==> src/rtl/archie_upload_reader_if.sv <==
// Wishbone classic read bus between the upload reader (master) and sdram_top (slave).
interface archie_upload_reader_if;
  logic        wb_cyc;
  logic        wb_stb;
  logic        wb_we;
  logic [3:0]  wb_sel;
  logic [2:0]  wb_cti;
  logic [25:0] wb_adr;
  logic [31:0] wb_dat_i;
  logic        wb_ack;

  modport master (
    output wb_cyc, wb_stb, wb_we, wb_sel, wb_cti, wb_adr,
    input  wb_dat_i, wb_ack
  );

  modport slave (
    input  wb_cyc, wb_stb, wb_we, wb_sel, wb_cti, wb_adr,
    output wb_dat_i, wb_ack
  );
endinterface

==> src/rtl/archie_upload_reader.sv <==
// Serves HPS upload reads from SDRAM over wishbone, with a one-word sequential prefetch.
module archie_upload_reader #(
  parameter int unsigned TIMEOUT = 255
) (
  input  logic                   clk_32m,
  input  logic                   reset,
  input  logic                   upload_active,
  input  logic                   upload_rd,
  input  logic [24:0]            upload_addr,
  output logic [31:0]            upload_din,
  output logic                   upload_wait,
  output logic                   timeout_err,
  archie_upload_reader_if.master wb
);
  typedef enum logic [2:0] {IDLE, DEMAND, PREF, PREF_MISS, DRAIN} state_t;
  localparam logic [9:0] TMO_LAST = 10'(TIMEOUT - 1);

  state_t      state_q, state_d;
  logic        stb_q, stb_d;
  logic [21:0] adr_q, adr_d;
  logic [31:0] din_q, din_d;
  logic        wait_q, wait_d;
  logic        err_q, err_d;
  logic [21:0] pf_addr_q, pf_addr_d;
  logic [31:0] pf_data_q, pf_data_d;
  logic        pf_valid_q, pf_valid_d;
  logic [21:0] req_addr_q, req_addr_d;
  logic        deliver_q, deliver_d;
  logic [9:0]  tmo_q, tmo_d;
  logic        active_q;

  logic [21:0] rd_word;
  logic        ack, tmo_hit, rd_ok;
  logic        unused_addr_bits;

  assign rd_word          = upload_addr[23:2];
  assign unused_addr_bits = ^{upload_addr[24], upload_addr[1:0]};
  assign ack              = stb_q & wb.wb_ack;
  assign tmo_hit          = stb_q & ~wb.wb_ack & (tmo_q == TMO_LAST);
  assign rd_ok            = upload_rd & upload_active & ~wait_q;

  // adr_q is the word address of the open cycle, or of the cycle launched after a one-cycle gap
  // (stb_q low while in DEMAND/PREF).
  always_comb begin
    state_d    = state_q;
    stb_d      = stb_q;
    adr_d      = adr_q;
    din_d      = din_q;
    wait_d     = wait_q;
    err_d      = err_q;
    pf_addr_d  = pf_addr_q;
    pf_data_d  = pf_data_q;
    pf_valid_d = pf_valid_q;
    req_addr_d = req_addr_q;
    deliver_d  = deliver_q;
    tmo_d      = stb_q ? tmo_q + 10'd1 : '0;

    if (upload_active && !active_q) err_d = 1'b0;

    if (!upload_active) begin
      wait_d     = 1'b0;
      pf_valid_d = 1'b0;
      deliver_d  = 1'b0;
      if (stb_q && !ack && !tmo_hit) begin
        state_d = DRAIN;
      end else begin
        state_d = IDLE;
        stb_d   = 1'b0;
        if (tmo_hit) err_d = 1'b1;
      end
    end else begin
      unique case (state_q)
        IDLE: if (rd_ok) begin
          stb_d = 1'b1;
          if (pf_valid_q && rd_word == pf_addr_q) begin
            din_d   = pf_data_q;
            adr_d   = pf_addr_q + 22'd1;
            state_d = PREF;
          end else begin
            wait_d     = 1'b1;
            pf_valid_d = 1'b0;
            req_addr_d = rd_word;
            adr_d      = rd_word;
            state_d    = DEMAND;
          end
        end
        DEMAND: begin
          if (!stb_q) begin
            stb_d = 1'b1;
          end else if (ack) begin
            din_d   = wb.wb_dat_i;
            wait_d  = 1'b0;
            stb_d   = 1'b0;
            adr_d   = req_addr_q + 22'd1;
            state_d = PREF;
          end else if (tmo_hit) begin
            din_d   = '1;
            wait_d  = 1'b0;
            stb_d   = 1'b0;
            err_d   = 1'b1;
            state_d = IDLE;
          end
        end
        PREF: begin
          if (!stb_q) begin
            stb_d = 1'b1;
            if (rd_ok) begin
              wait_d = 1'b1;
              if (rd_word == adr_q) begin
                deliver_d = 1'b1;
              end else begin
                pf_valid_d = 1'b0;
                req_addr_d = rd_word;
                adr_d      = rd_word;
                state_d    = DEMAND;
              end
            end
          end else if (ack || tmo_hit) begin
            stb_d   = 1'b0;
            state_d = IDLE;
            if (tmo_hit) err_d = 1'b1;
            if (deliver_q) begin
              din_d     = ack ? wb.wb_dat_i : '1;
              wait_d    = 1'b0;
              deliver_d = 1'b0;
              if (ack) begin
                req_addr_d = adr_q;
                adr_d      = adr_q + 22'd1;
                state_d    = PREF;
              end
            end else if (rd_ok && ack && rd_word == adr_q) begin
              // read lands on the very cycle its prefetch completes: forward and keep streaming
              din_d      = wb.wb_dat_i;
              pf_data_d  = wb.wb_dat_i;
              pf_addr_d  = adr_q;
              pf_valid_d = 1'b1;
              adr_d      = adr_q + 22'd1;
              state_d    = PREF;
            end else if (rd_ok) begin
              wait_d     = 1'b1;
              pf_valid_d = 1'b0;
              req_addr_d = rd_word;
              adr_d      = rd_word;
              state_d    = DEMAND;
            end else if (ack) begin
              pf_data_d  = wb.wb_dat_i;
              pf_addr_d  = adr_q;
              pf_valid_d = 1'b1;
            end
          end else if (rd_ok) begin
            wait_d = 1'b1;
            if (rd_word == adr_q) begin
              deliver_d = 1'b1;
            end else begin
              pf_valid_d = 1'b0;
              req_addr_d = rd_word;
              state_d    = PREF_MISS;
            end
          end
        end
        PREF_MISS: if (ack || tmo_hit) begin
          stb_d   = 1'b0;
          adr_d   = req_addr_q;
          state_d = DEMAND;
          if (tmo_hit) err_d = 1'b1;
        end
        DRAIN: if (ack || tmo_hit || !stb_q) begin
          stb_d   = 1'b0;
          state_d = IDLE;
          if (tmo_hit) err_d = 1'b1;
        end
        default: begin
          stb_d   = 1'b0;
          state_d = IDLE;
        end
      endcase
    end
  end

  always_ff @(posedge clk_32m) begin
    if (reset) begin
      state_q    <= IDLE;
      stb_q      <= 1'b0;
      adr_q      <= '0;
      din_q      <= '0;
      wait_q     <= 1'b0;
      err_q      <= 1'b0;
      pf_addr_q  <= '0;
      pf_data_q  <= '0;
      pf_valid_q <= 1'b0;
      req_addr_q <= '0;
      deliver_q  <= 1'b0;
      tmo_q      <= '0;
      active_q   <= 1'b0;
    end else begin
      state_q    <= state_d;
      stb_q      <= stb_d;
      adr_q      <= adr_d;
      din_q      <= din_d;
      wait_q     <= wait_d;
      err_q      <= err_d;
      pf_addr_q  <= pf_addr_d;
      pf_data_q  <= pf_data_d;
      pf_valid_q <= pf_valid_d;
      req_addr_q <= req_addr_d;
      deliver_q  <= deliver_d;
      tmo_q      <= tmo_d;
      active_q   <= upload_active;
    end
  end

  assign upload_din  = din_q;
  assign upload_wait = wait_q;
  assign timeout_err = err_q;
  assign wb.wb_cyc   = stb_q;
  assign wb.wb_stb   = stb_q;
  assign wb.wb_we    = 1'b0;
  assign wb.wb_sel   = 4'b1111;
  assign wb.wb_cti   = 3'b000;
  assign wb.wb_adr   = {2'b00, adr_q, 2'b00};
endmodule

==> src/flat_wrapper.sv <==
// flat-port wrapper written by rule: the top's interface ports become plain ports
module archie_upload_reader_flat 
#(
  parameter int unsigned TIMEOUT = 255
)
  (clk_32m, reset, upload_active, upload_rd, upload_addr, upload_din, upload_wait, timeout_err, wb_wb_cyc, wb_wb_stb, wb_wb_we, wb_wb_sel, wb_wb_cti, wb_wb_adr, wb_wb_dat_i, wb_wb_ack);
  archie_upload_reader_if wb_i ();
  input  logic clk_32m;
  input  logic reset;
  input  logic upload_active;
  input  logic upload_rd;
  input  logic [24:0] upload_addr;
  output logic [31:0] upload_din;
  output logic upload_wait;
  output logic timeout_err;
  output wire logic [$bits(wb_i.wb_cyc)-1:0] wb_wb_cyc;
  output wire logic [$bits(wb_i.wb_stb)-1:0] wb_wb_stb;
  output wire logic [$bits(wb_i.wb_we)-1:0] wb_wb_we;
  output wire logic [$bits(wb_i.wb_sel)-1:0] wb_wb_sel;
  output wire logic [$bits(wb_i.wb_cti)-1:0] wb_wb_cti;
  output wire logic [$bits(wb_i.wb_adr)-1:0] wb_wb_adr;
  input wire logic [$bits(wb_i.wb_dat_i)-1:0] wb_wb_dat_i;
  input wire logic [$bits(wb_i.wb_ack)-1:0] wb_wb_ack;
  assign wb_wb_cyc = wb_i.wb_cyc;
  assign wb_wb_stb = wb_i.wb_stb;
  assign wb_wb_we = wb_i.wb_we;
  assign wb_wb_sel = wb_i.wb_sel;
  assign wb_wb_cti = wb_i.wb_cti;
  assign wb_wb_adr = wb_i.wb_adr;
  assign wb_i.wb_dat_i = wb_wb_dat_i;
  assign wb_i.wb_ack = wb_wb_ack;
  archie_upload_reader #(.TIMEOUT(TIMEOUT)) u_core (.clk_32m(clk_32m), .reset(reset), .upload_active(upload_active), .upload_rd(upload_rd), .upload_addr(upload_addr), .upload_din(upload_din), .upload_wait(upload_wait), .timeout_err(timeout_err), .wb(wb_i));
endmodule
==> config.mk <==
export PLATFORM = sky130hd
export DESIGN_NAME = archie_upload_reader_flat
export DESIGN_NICKNAME = d
export VERILOG_FILES = /design/src/rtl/archie_upload_reader_if.sv /design/src/rtl/archie_upload_reader.sv /design/src/flat_wrapper.sv
export SDC_FILE = /design/constraint.sdc
export NUM_CORES = 1
export LEC_CHECK = 0
export ABC_AREA = 1
export CAP_MARGIN = 20
export CELL_PAD_IN_SITES_DETAIL_PLACEMENT = 0
export CELL_PAD_IN_SITES_GLOBAL_PLACEMENT = 2
export CORE_MARGIN = 10
export CORE_UTILIZATION = 30
export DETAILED_ROUTE_END_ITERATION = 10
export PLACE_DENSITY_LB_ADDON = 0.3
export SLEW_MARGIN = 20
export SYNTH_ARGS = -nofsm -noshare
export SYNTH_HDL_FRONTEND = slang
export SYNTH_SLANG_ARGS = --single-unit
==> constraint.sdc <==
create_clock -name clk_32m -period 3 [get_ports clk_32m]
set_clock_uncertainty 0.1 [all_clocks]
set_input_delay 0.6 -clock clk_32m [delete_from_list [all_inputs] [get_ports clk_32m]]
set_output_delay 0.6 -clock clk_32m [all_outputs]
set_load 0.01 [all_outputs]
==> parameters.txt, run 1 <==
Parameter                              Value

Placed design
  Count of input and output buffers    116
  Placed Instances    2,427
  Routability cong.    ~0.9
  Placed wire-length estimate    36.3 mm

Synth
  Mean area per synthesized cell    6.04 um2
  Netlist Area Pre-Place    around 11,000 um2
  Part of the Yosys area used for sequential elements    ~27%
  Number of library cell types mapped by synthesis    46
  Top post-synthesis cells by area    sky130_fd_sc_hd__dfxtp_1, sky130_fd_sc_hd__nand2_1, sky130_fd_sc_hd__o21ai_0
  Number of storage elements in the synthesis netlist    149
  Area share of the largest cell type after synthesis    a little over a quarter
  Yosys Warn Count    0
  Cell type with the largest total area after synthesis    sky130_fd_sc_hd__dfxtp_1
  Synthesized instance count    ~1,800

Floorplanning
  Standard-cell rows    69
  I/O pins    ~130
  Total die area    roughly 44,000 um2
  Die outline height    between 200 and 250 um
  Initial Utilization    roughly 31%
  Die extent in x    between 200 and 250 um
  Core box area    between 30,000 and 40,000 um2

Global routing
  Maximum number of pins on one net before global-route repair    94
  Number of global-route vias before repair    12,200
  Final global-route overflow total    0
  Number of antenna violations at the first check in global routing    2
  Overall fraction of global-route tracks in use    ~21%
  Global-route wire length before repair    approximately 73 mm

Drt
  Avg Vias per Cell    about 5.1
  Number of vias after detailed routing    ~13,000
  Overall routed net length    48.2 mm
  First-iteration detailed-routing DRC count    1,041
  Antenna Nets Post-Route    0
  Wire length per cell after detailed routing    19.6 um
  DRC viols    0
  Number of iterations in the first detailed-routing pass    5

Final layout
  Number of nets in the finished design    between 2,000 and 2,500
  Layout Area Growth over Synthesis    28.7%
  Filler cell count in the final layout    roughly 3,900
  Number of cells in the finished layout apart from fillers    2,458
  Share of cells above drive strength 1    between 10% and 20%
  Final design utilization    between 30% and 40%
  Diode count    0

Clock network
  Total of cells resized after clock tree synthesis    0
  Hold Buf Count CTS    0
  Count of H-tree levels built during CTS    4
  Clock tree from TritonCTS    built
  Inserted Clock Buffers    17
  Buffers inserted by post-CTS timing repair    0
  Clock Sinks    between 100 and 150
  Clock root buffer    sky130_fd_sc_hd__clkbuf_16
  Clock Path Buffers    2
  Clock-pin transition on the worst setup and hold timing paths    about 60 ps
  Worst-Skew Late Latency    460 ps

Worst setup path
  Worst-path cell chain    clkdlybuf4s50_1 > xor2_1 > nor2_1 > nand3_1 > nor2_2 > buf_4 > nand2_1 > nand2_2 > buf_12 > inv_2 > nand2_1 > a21oi_1 > o21a_1
  Data required time at the worst endpoint    between 3000 and 4000 ps
  Arrival time at the worst endpoint    3000 ps
  Crit. End Element    register
  Worst reg2reg setup slack    ~370 ps
  Critical-path cell with the highest stage delay    sky130_fd_sc_hd__clkdlybuf4s50_1
  Kind of cell adding the most delay to the critical path    buffers and inverters
  Crit Path Category    input pin to register
  Critical Path Max Stage Delay    roughly 570 ps
  Critical Path Most Common Cell    sky130_fd_sc_hd__nand2_1
  Critical Path Source Type    input pin
  Buffers and inverters on the worst path    4
  Maximum net fanout on the critical path    19

STA
  Setup TNS    0 ps
  Normalized max-slew margin    a little under half
  Slew at the pin closest to its max-slew limit    between 700 and 800 ps
  Final hold violation count    0
  Period utilization    92.0%
  Min cycle time layout    about 2800 ps
  RSZ-0062 raised after global routing    no
  Max Fclk    0.362 GHz
  Max Slew Vio Count    0
  Total setup violations reported at the end of the flow    0

Power and ir drop
  Static leakage    ~5.6 nW
  Ratio of total power to cell area    401 nW/um2
  Peak ir drop on the vdd network    roughly 0.43 mV

Hold path
  Hold/Removal Path Class    register to register

Job
  Max cap viols    0

Status
  Run status    finished, final reports clean
## report_power, final
part | switching, mW | total (mW) | internal (mW)
combinational | 0.639 | 1.09 | 0.446
clock | 1.00 | 2.42 | 1.41
sequential | 0.0851 | 2.13 | 2.04
total | 1.73 | 5.63 | 3.90
## cell usage after synthesis (all sizes together)
| master | number |
|---|---|
| buf | 61 |
| a32oi | 1 |
| nand3 | 129 |
| o31ai | 2 |
| dfxtp | 149 |
| xor2 | 39 |
| o22ai | 1 |
| nor4 | 2 |
| and3 | 1 |
| clkbuf | 56 |
| nand3b | 8 |
| xnor2 | 11 |
| nor3b | 2 |
| a21boi | 1 |
| ha | 5 |
| inv | 193 |
| o21a | 18 |
| a31oi | 3 |
| nor2 | 172 |
| conb | 2 |
| nand4 | 28 |
| o221ai | 1 |
| a21oi | 205 |
| or2 | 5 |
| a22oi | 1 |
| o21ai | 247 |
| a211oi | 5 |
| nor3 | 39 |
| o211ai | 27 |
| nand2 | 392 |
## area by class of cell
cell class / count / area (um2) / share of cell area, %
Clock buffer: 19 / 433 / 3.08
Multi-Input combinational cell: 1357 / 6640 / 47.3
Clock inverter: 12 / 191 / 1.36
Timing Repair Buffer: 267 / 2490 / 17.7
Inverter: 193 / 724 / 5.16
Sequential cell: 149 / 2980 / 21.2
Tap cell: 461 / 577 / 4.11
## logic make-up (layout without fill, tap and decap cells)
group / count (synthesis) / after routing / synth area share, %
adders and majority gates: 5 / 5 / 0.573
AOI/OAI and AO/OA: 512 / 512 / 24.9
other: 2 / 12 / 0.0688
xor gates and xnor gates: 50 / 50 / 4.01
DFF: 149 / 149 / 27.3
and+or+nand+nor: 778 / 778 / 30.8
buffers and inverters: 310 / 491 / 12.2
## state kept, by name, indices dropped and copies added (netlist names), 3 cells and up
register,cells
u_core.pf_addr_q,22
u_core.adr_q,22
u_core.state_q,3
u_core.tmo_q,10
u_core.pf_data_q,32
u_core.upload_din,32
u_core.req_addr_q,22
## layout by cell type (no fill, tap or decap), drive strengths merged
master         Yosys  routed
inv              193     200
and3               1       1
ha                 5       5
a211oi             5       5
a21boi             1       1
nand3b             8       8
a22oi              1       1
or2                5       5
xnor2             11      11
nor4               2       2
nor2             172     172
o21ai            247     247
a31oi              3       3
nor3              39      39
o211ai            27      27
nand2            392     392
o221ai             1       1
xor2              39      39
clkinv             0       1
bufinv             0       4
conb               2      12
o22ai              1       1
buf               61     152
a32oi              1       1
dfxtp            149     149
clkdlybuf4s50      0     115
nand4             28      28
clkbuf            56      19
o31ai              2       2
nor3b              2       2
nand3            129     129
o21a              18      18
a21oi            205     205
## routing by layer
metal	wire [um]	track usage (%)
met5	32	0
met2	23200	36.3
met3	2780	4.94
met1	20600	26.0
met4	1490	7.89
## metrics by stage
step	instance area (um2)	hold slack, ps	total power, mW	setup WS, ps
floorplan	10900	330	2.70	696
global placement	13400	331	3.25	-219
detailed placement	13400	337	3.25	-246
CTS	14000	349	5.68	237
global route	14000	375	5.87	78.0
finish	14000	347	5.63	240
## worst min-delay path, cell delays in order (launching register included)
cell and delay (ps):
sky130_fd_sc_hd__dfxtp_1 310, sky130_fd_sc_hd__inv_1 50, sky130_fd_sc_hd__a21oi_1 40
## final timing paths
| path | depth (start not counted) | startpoint | end |
|---|---|---|---|
| worst min-delay path | 2 | u_core.upload_din[21] | u_core.upload_din[21] |
| worst max-delay path | 13 | upload_addr[20] | u_core.req_addr_q[18] |
| worst min register to register | 2 | u_core.upload_din[21] | u_core.upload_din[21] |
| worst max register to register | 14 | u_core.req_addr_q[0] | u_core.adr_q[12] |
Power figures use the tool's default switching activity.
==> run 2: changes to the inputs <==
--- a/config.mk
+++ b/config.mk
@@ -7,7 +7,7 @@
 export LEC_CHECK = 0
 export ABC_AREA = 1
 export CAP_MARGIN = 20
-export CELL_PAD_IN_SITES_DETAIL_PLACEMENT = 0
+export CELL_PAD_IN_SITES_DETAIL_PLACEMENT = 2
 export CELL_PAD_IN_SITES_GLOBAL_PLACEMENT = 2
 export CORE_MARGIN = 10
 export CORE_UTILIZATION = 30
==> run 2 against run 1 <==
Against the previous run: register-to-register slack worse by 30 ps; clock power fell by 8%; fmax is 2.9% lower; cell area decreased by 0.28%; critical path depth did not move; wire length rose by 15%; global-route usage is 3.5 points higher; non-clock buffer count unchanged; utilization shrank 0.11 points; die area is the same; worst setup slack worse by 83 ps; critical endpoint is now u_core.pf_data_q[29]; highest routed layer unchanged.
==> parameters.txt, run 2 (synthesis gave the netlist of run 1 again) <==
Parameter                              Value

STA
  Setup TNS    0 ps (unchanged)
  RSZ-0062 raised after global routing    no (unchanged)
  Max Slew Vio Count    0 (unchanged)
  Total setup violations reported at the end of the flow    0 (unchanged)
  Normalized max-slew margin    44.0% (was 47.5%)
  Max Fclk    0.352 GHz (was 0.362 GHz)
  Final hold violation count    0 (unchanged)
  Slew at the pin closest to its max-slew limit    838 ps (was 786 ps)
  Period utilization    94.8% (was 92.0%)
  Min cycle time layout    2840 ps (was 2760 ps)

Final layout
  Multi-input gate area in the final layout    6650 um2 (was 6640 um2)
  Diode count    0 (unchanged)
  Layout Area Growth over Synthesis    28.3% (was 28.7%)
  Most common cell after layout, fill and taps aside    sky130_fd_sc_hd__nand2_1 (unchanged)
  Top library cells by usage in the layout, fill and taps aside    sky130_fd_sc_hd__nand2_1, sky130_fd_sc_hd__o21ai_0, sky130_fd_sc_hd__a21oi_1 (unchanged)
  Share of cells above drive strength 1    11.2% (was 11.0%)
  Number of cells in the finished layout apart from fillers    2,459 (was 2,458)
  Area of all sequential standard cells    2980 um2 (unchanged)
  Number of nets in the finished design    2,052 (unchanged)
  Filler cell count in the final layout    4,383 (was 3,894)

Worst setup path
  Critical-path cell with the highest stage delay    sky130_fd_sc_hd__clkdlybuf4s50_1 (unchanged)
  Critical Path Max Stage Delay    630 ps (was 570 ps)
  Worst-path cell chain    clkdlybuf4s50_1 > xnor2_1 > nand2_1 > nor2_1 > nand2_1 > nor2_2 > buf_4 > nand2_1 > nand2_2 > nand2_2 > buf_4 > o21ai_0 > nor2_1 (was clkdlybuf4s50_1 > xor2_1 > nor2_1 > nand3_1 > nor2_2 > buf_4 > nand2_1 > nand2_2 > buf_12 > inv_2 > nand2_1 > a21oi_1 > o21a_1)
  Critical Path Most Common Cell    sky130_fd_sc_hd__nand2_1 (unchanged)
  Kind of cell adding the most delay to the critical path    buffers and inverters (unchanged)
  Buffers and inverters on the worst path    3 (was 4)
  Data required time at the worst endpoint    3250 ps (was 3240 ps)
  Arrival time at the worst endpoint    3090 ps (was 3000 ps)
  Crit Path Category    input pin to register (unchanged)
  Maximum net fanout on the critical path    19 (unchanged)
  Worst reg2reg setup slack    340 ps (was 370 ps)
  Crit. End Element    register (unchanged)
  Critical Path Source Type    input pin (unchanged)

Power and ir drop
  Switching power    1.83 mW (was 1.73 mW)
  Static leakage    5.59 nW (was 5.58 nW)
  Ratio of total power to cell area    392 nW/um2 (was 401 nW/um2)
  Sequential fraction of design power    38.8% (was 37.8%)
  Clock power frac    40.6% (was 42.9%)
  Total power    5.48 mW (was 5.63 mW)
  Peak ir drop on the vdd network    0.413 mV (was 0.428 mV)
  Internal    3.65 mW (was 3.90 mW)
  Relative contribution of combinational cells to total power    20.6% (was 19.3%)
  Sw frac    33.4% (was 30.7%)

Drt
  DRC viols    0 (unchanged)
  First-iteration detailed-routing DRC count    676 (was 1,041)
  Antenna Nets Post-Route    0 (unchanged)
  Number of iterations in the first detailed-routing pass    5 (unchanged)
  Avg Vias per Cell    5.45 (was 5.14)
  Number of vias after detailed routing    13,400 (was 12,600)
  Overall routed net length    55.6 mm (was 48.2 mm)
  Wire length per cell after detailed routing    22.6 um (was 19.6 um)

Clock network
  Clock root buffer    sky130_fd_sc_hd__clkbuf_16 (unchanged)
  Clock-pin transition on the worst setup and hold timing paths    70 ps (was 60 ps)
  Inserted Clock Buffers    17 (unchanged)
  Worst-Skew Late Latency    460 ps (about the same)
  Buffers inserted by post-CTS timing repair    0 (unchanged)
  Clock tree from TritonCTS    built (unchanged)
  Total of cells resized after clock tree synthesis    0 (unchanged)
  Count of H-tree levels built during CTS    4 (unchanged)
  Clock Path Buffers    2 (unchanged)
  Clock Sinks    149 (unchanged)
  Hold Buf Count CTS    0 (unchanged)

Placed design
  Placed wire-length estimate    42.4 mm (was 36.3 mm)
  Routability cong.    0.916 (unchanged)
  Count of input and output buffers    116 (unchanged)
  Placed Instances    2,427 (unchanged)

Status
  Run status    finished, final reports clean (unchanged)

Floorplanning
  Die outline height    211 um (unchanged)
  I/O pins    132 (unchanged)
  Core box area    35,700 um2 (unchanged)
  Standard-cell rows    69 (unchanged)
  Total die area    44,400 um2 (unchanged)
  Initial Utilization    30.5% (unchanged)
  Die extent in x    211 um (unchanged)

Global routing
  Number of antenna violations at the first check in global routing    2 (unchanged)
  Overall fraction of global-route tracks in use    25.0% (was 21.4%)
  Number of global-route vias before repair    14,900 (was 12,200)
  Global-route wire length before repair    86.3 mm (was 73.0 mm)
  Maximum number of pins on one net before global-route repair    94 (unchanged)
  Final global-route overflow total    0 (unchanged)

Hold path
  Hold/Removal Path Class    register to register (unchanged)

Job
  Max cap viols    0 (unchanged)
==> run 2: cell count changes in the layout (fill, tap and decap cells not counted), sizes merged <==
cell / delta
bufinv: -3
dlymetal6s2s: +5
clkdlybuf4s50: -5
clkbuf: -1
clkinvlp: +3
clkinv: +2
==> run 2: area by class of cell <==
class,count,area share (%)
Clock buffer,18,3.07
Clock inverter,14,0.983
Inverter,193,5.18
Multi-Input combinational cell,1357,47.5
Sequential cell,149,21.3
Tap cell,461,4.12
Timing Repair Buffer,267,17.9
==> run 2: path summary, 6_finish.rpt <==
path / startpoint / endpoint / depth (start not counted)
min: u_core.upload_din[6] / u_core.upload_din[6] / 2
max: upload_addr[13] / u_core.pf_data_q[29] / 13
max reg2reg: u_core.pf_addr_q[6] / u_core.adr_q[13] / 12
min reg2reg: u_core.upload_din[6] / u_core.upload_din[6] / 2
==> run 2: worst min-delay path, stage by stage, from the launching register on <==
cell,delay (ps)
sky130_fd_sc_hd__dfxtp_1,320
sky130_fd_sc_hd__inv_1,50
sky130_fd_sc_hd__a21oi_1,50
==> run 2: through the flow <==
stage	setup slack [ps]	hold slack (ps)	utilization [%]	instance area, um2
after floorplan	696	330	-	10900
after global placement	-219	331	37.5	13400
after detailed placement	-308	342	37.5	13400
after CTS	155	356	39.1	14000
after global routing	5.36	378	39.2	14000
final	157	355	39.2	14000
==> run 2: power groups by stage <==
stage	Clock, mW	Sequential, mW	Combinational [mW]
3_5_place_dp	0	2.17	1.12
2_1_floorplan	0	2.16	0.540
3_3_place_gp	0	2.17	1.08
4_1_cts	2.25	2.13	1.13
6_report	2.23	2.13	1.13
5_1_grt	2.34	2.14	1.23
==> run 2: per-layer routing <==
metal  up-vias  track usage [%]  wire [um]
li1       6315                -          -
met3       117             4.23       2020
met1      6701             28.8      23200
met5         -                0         32
met4         4             12.4       2710
met2       275             43.8      27600
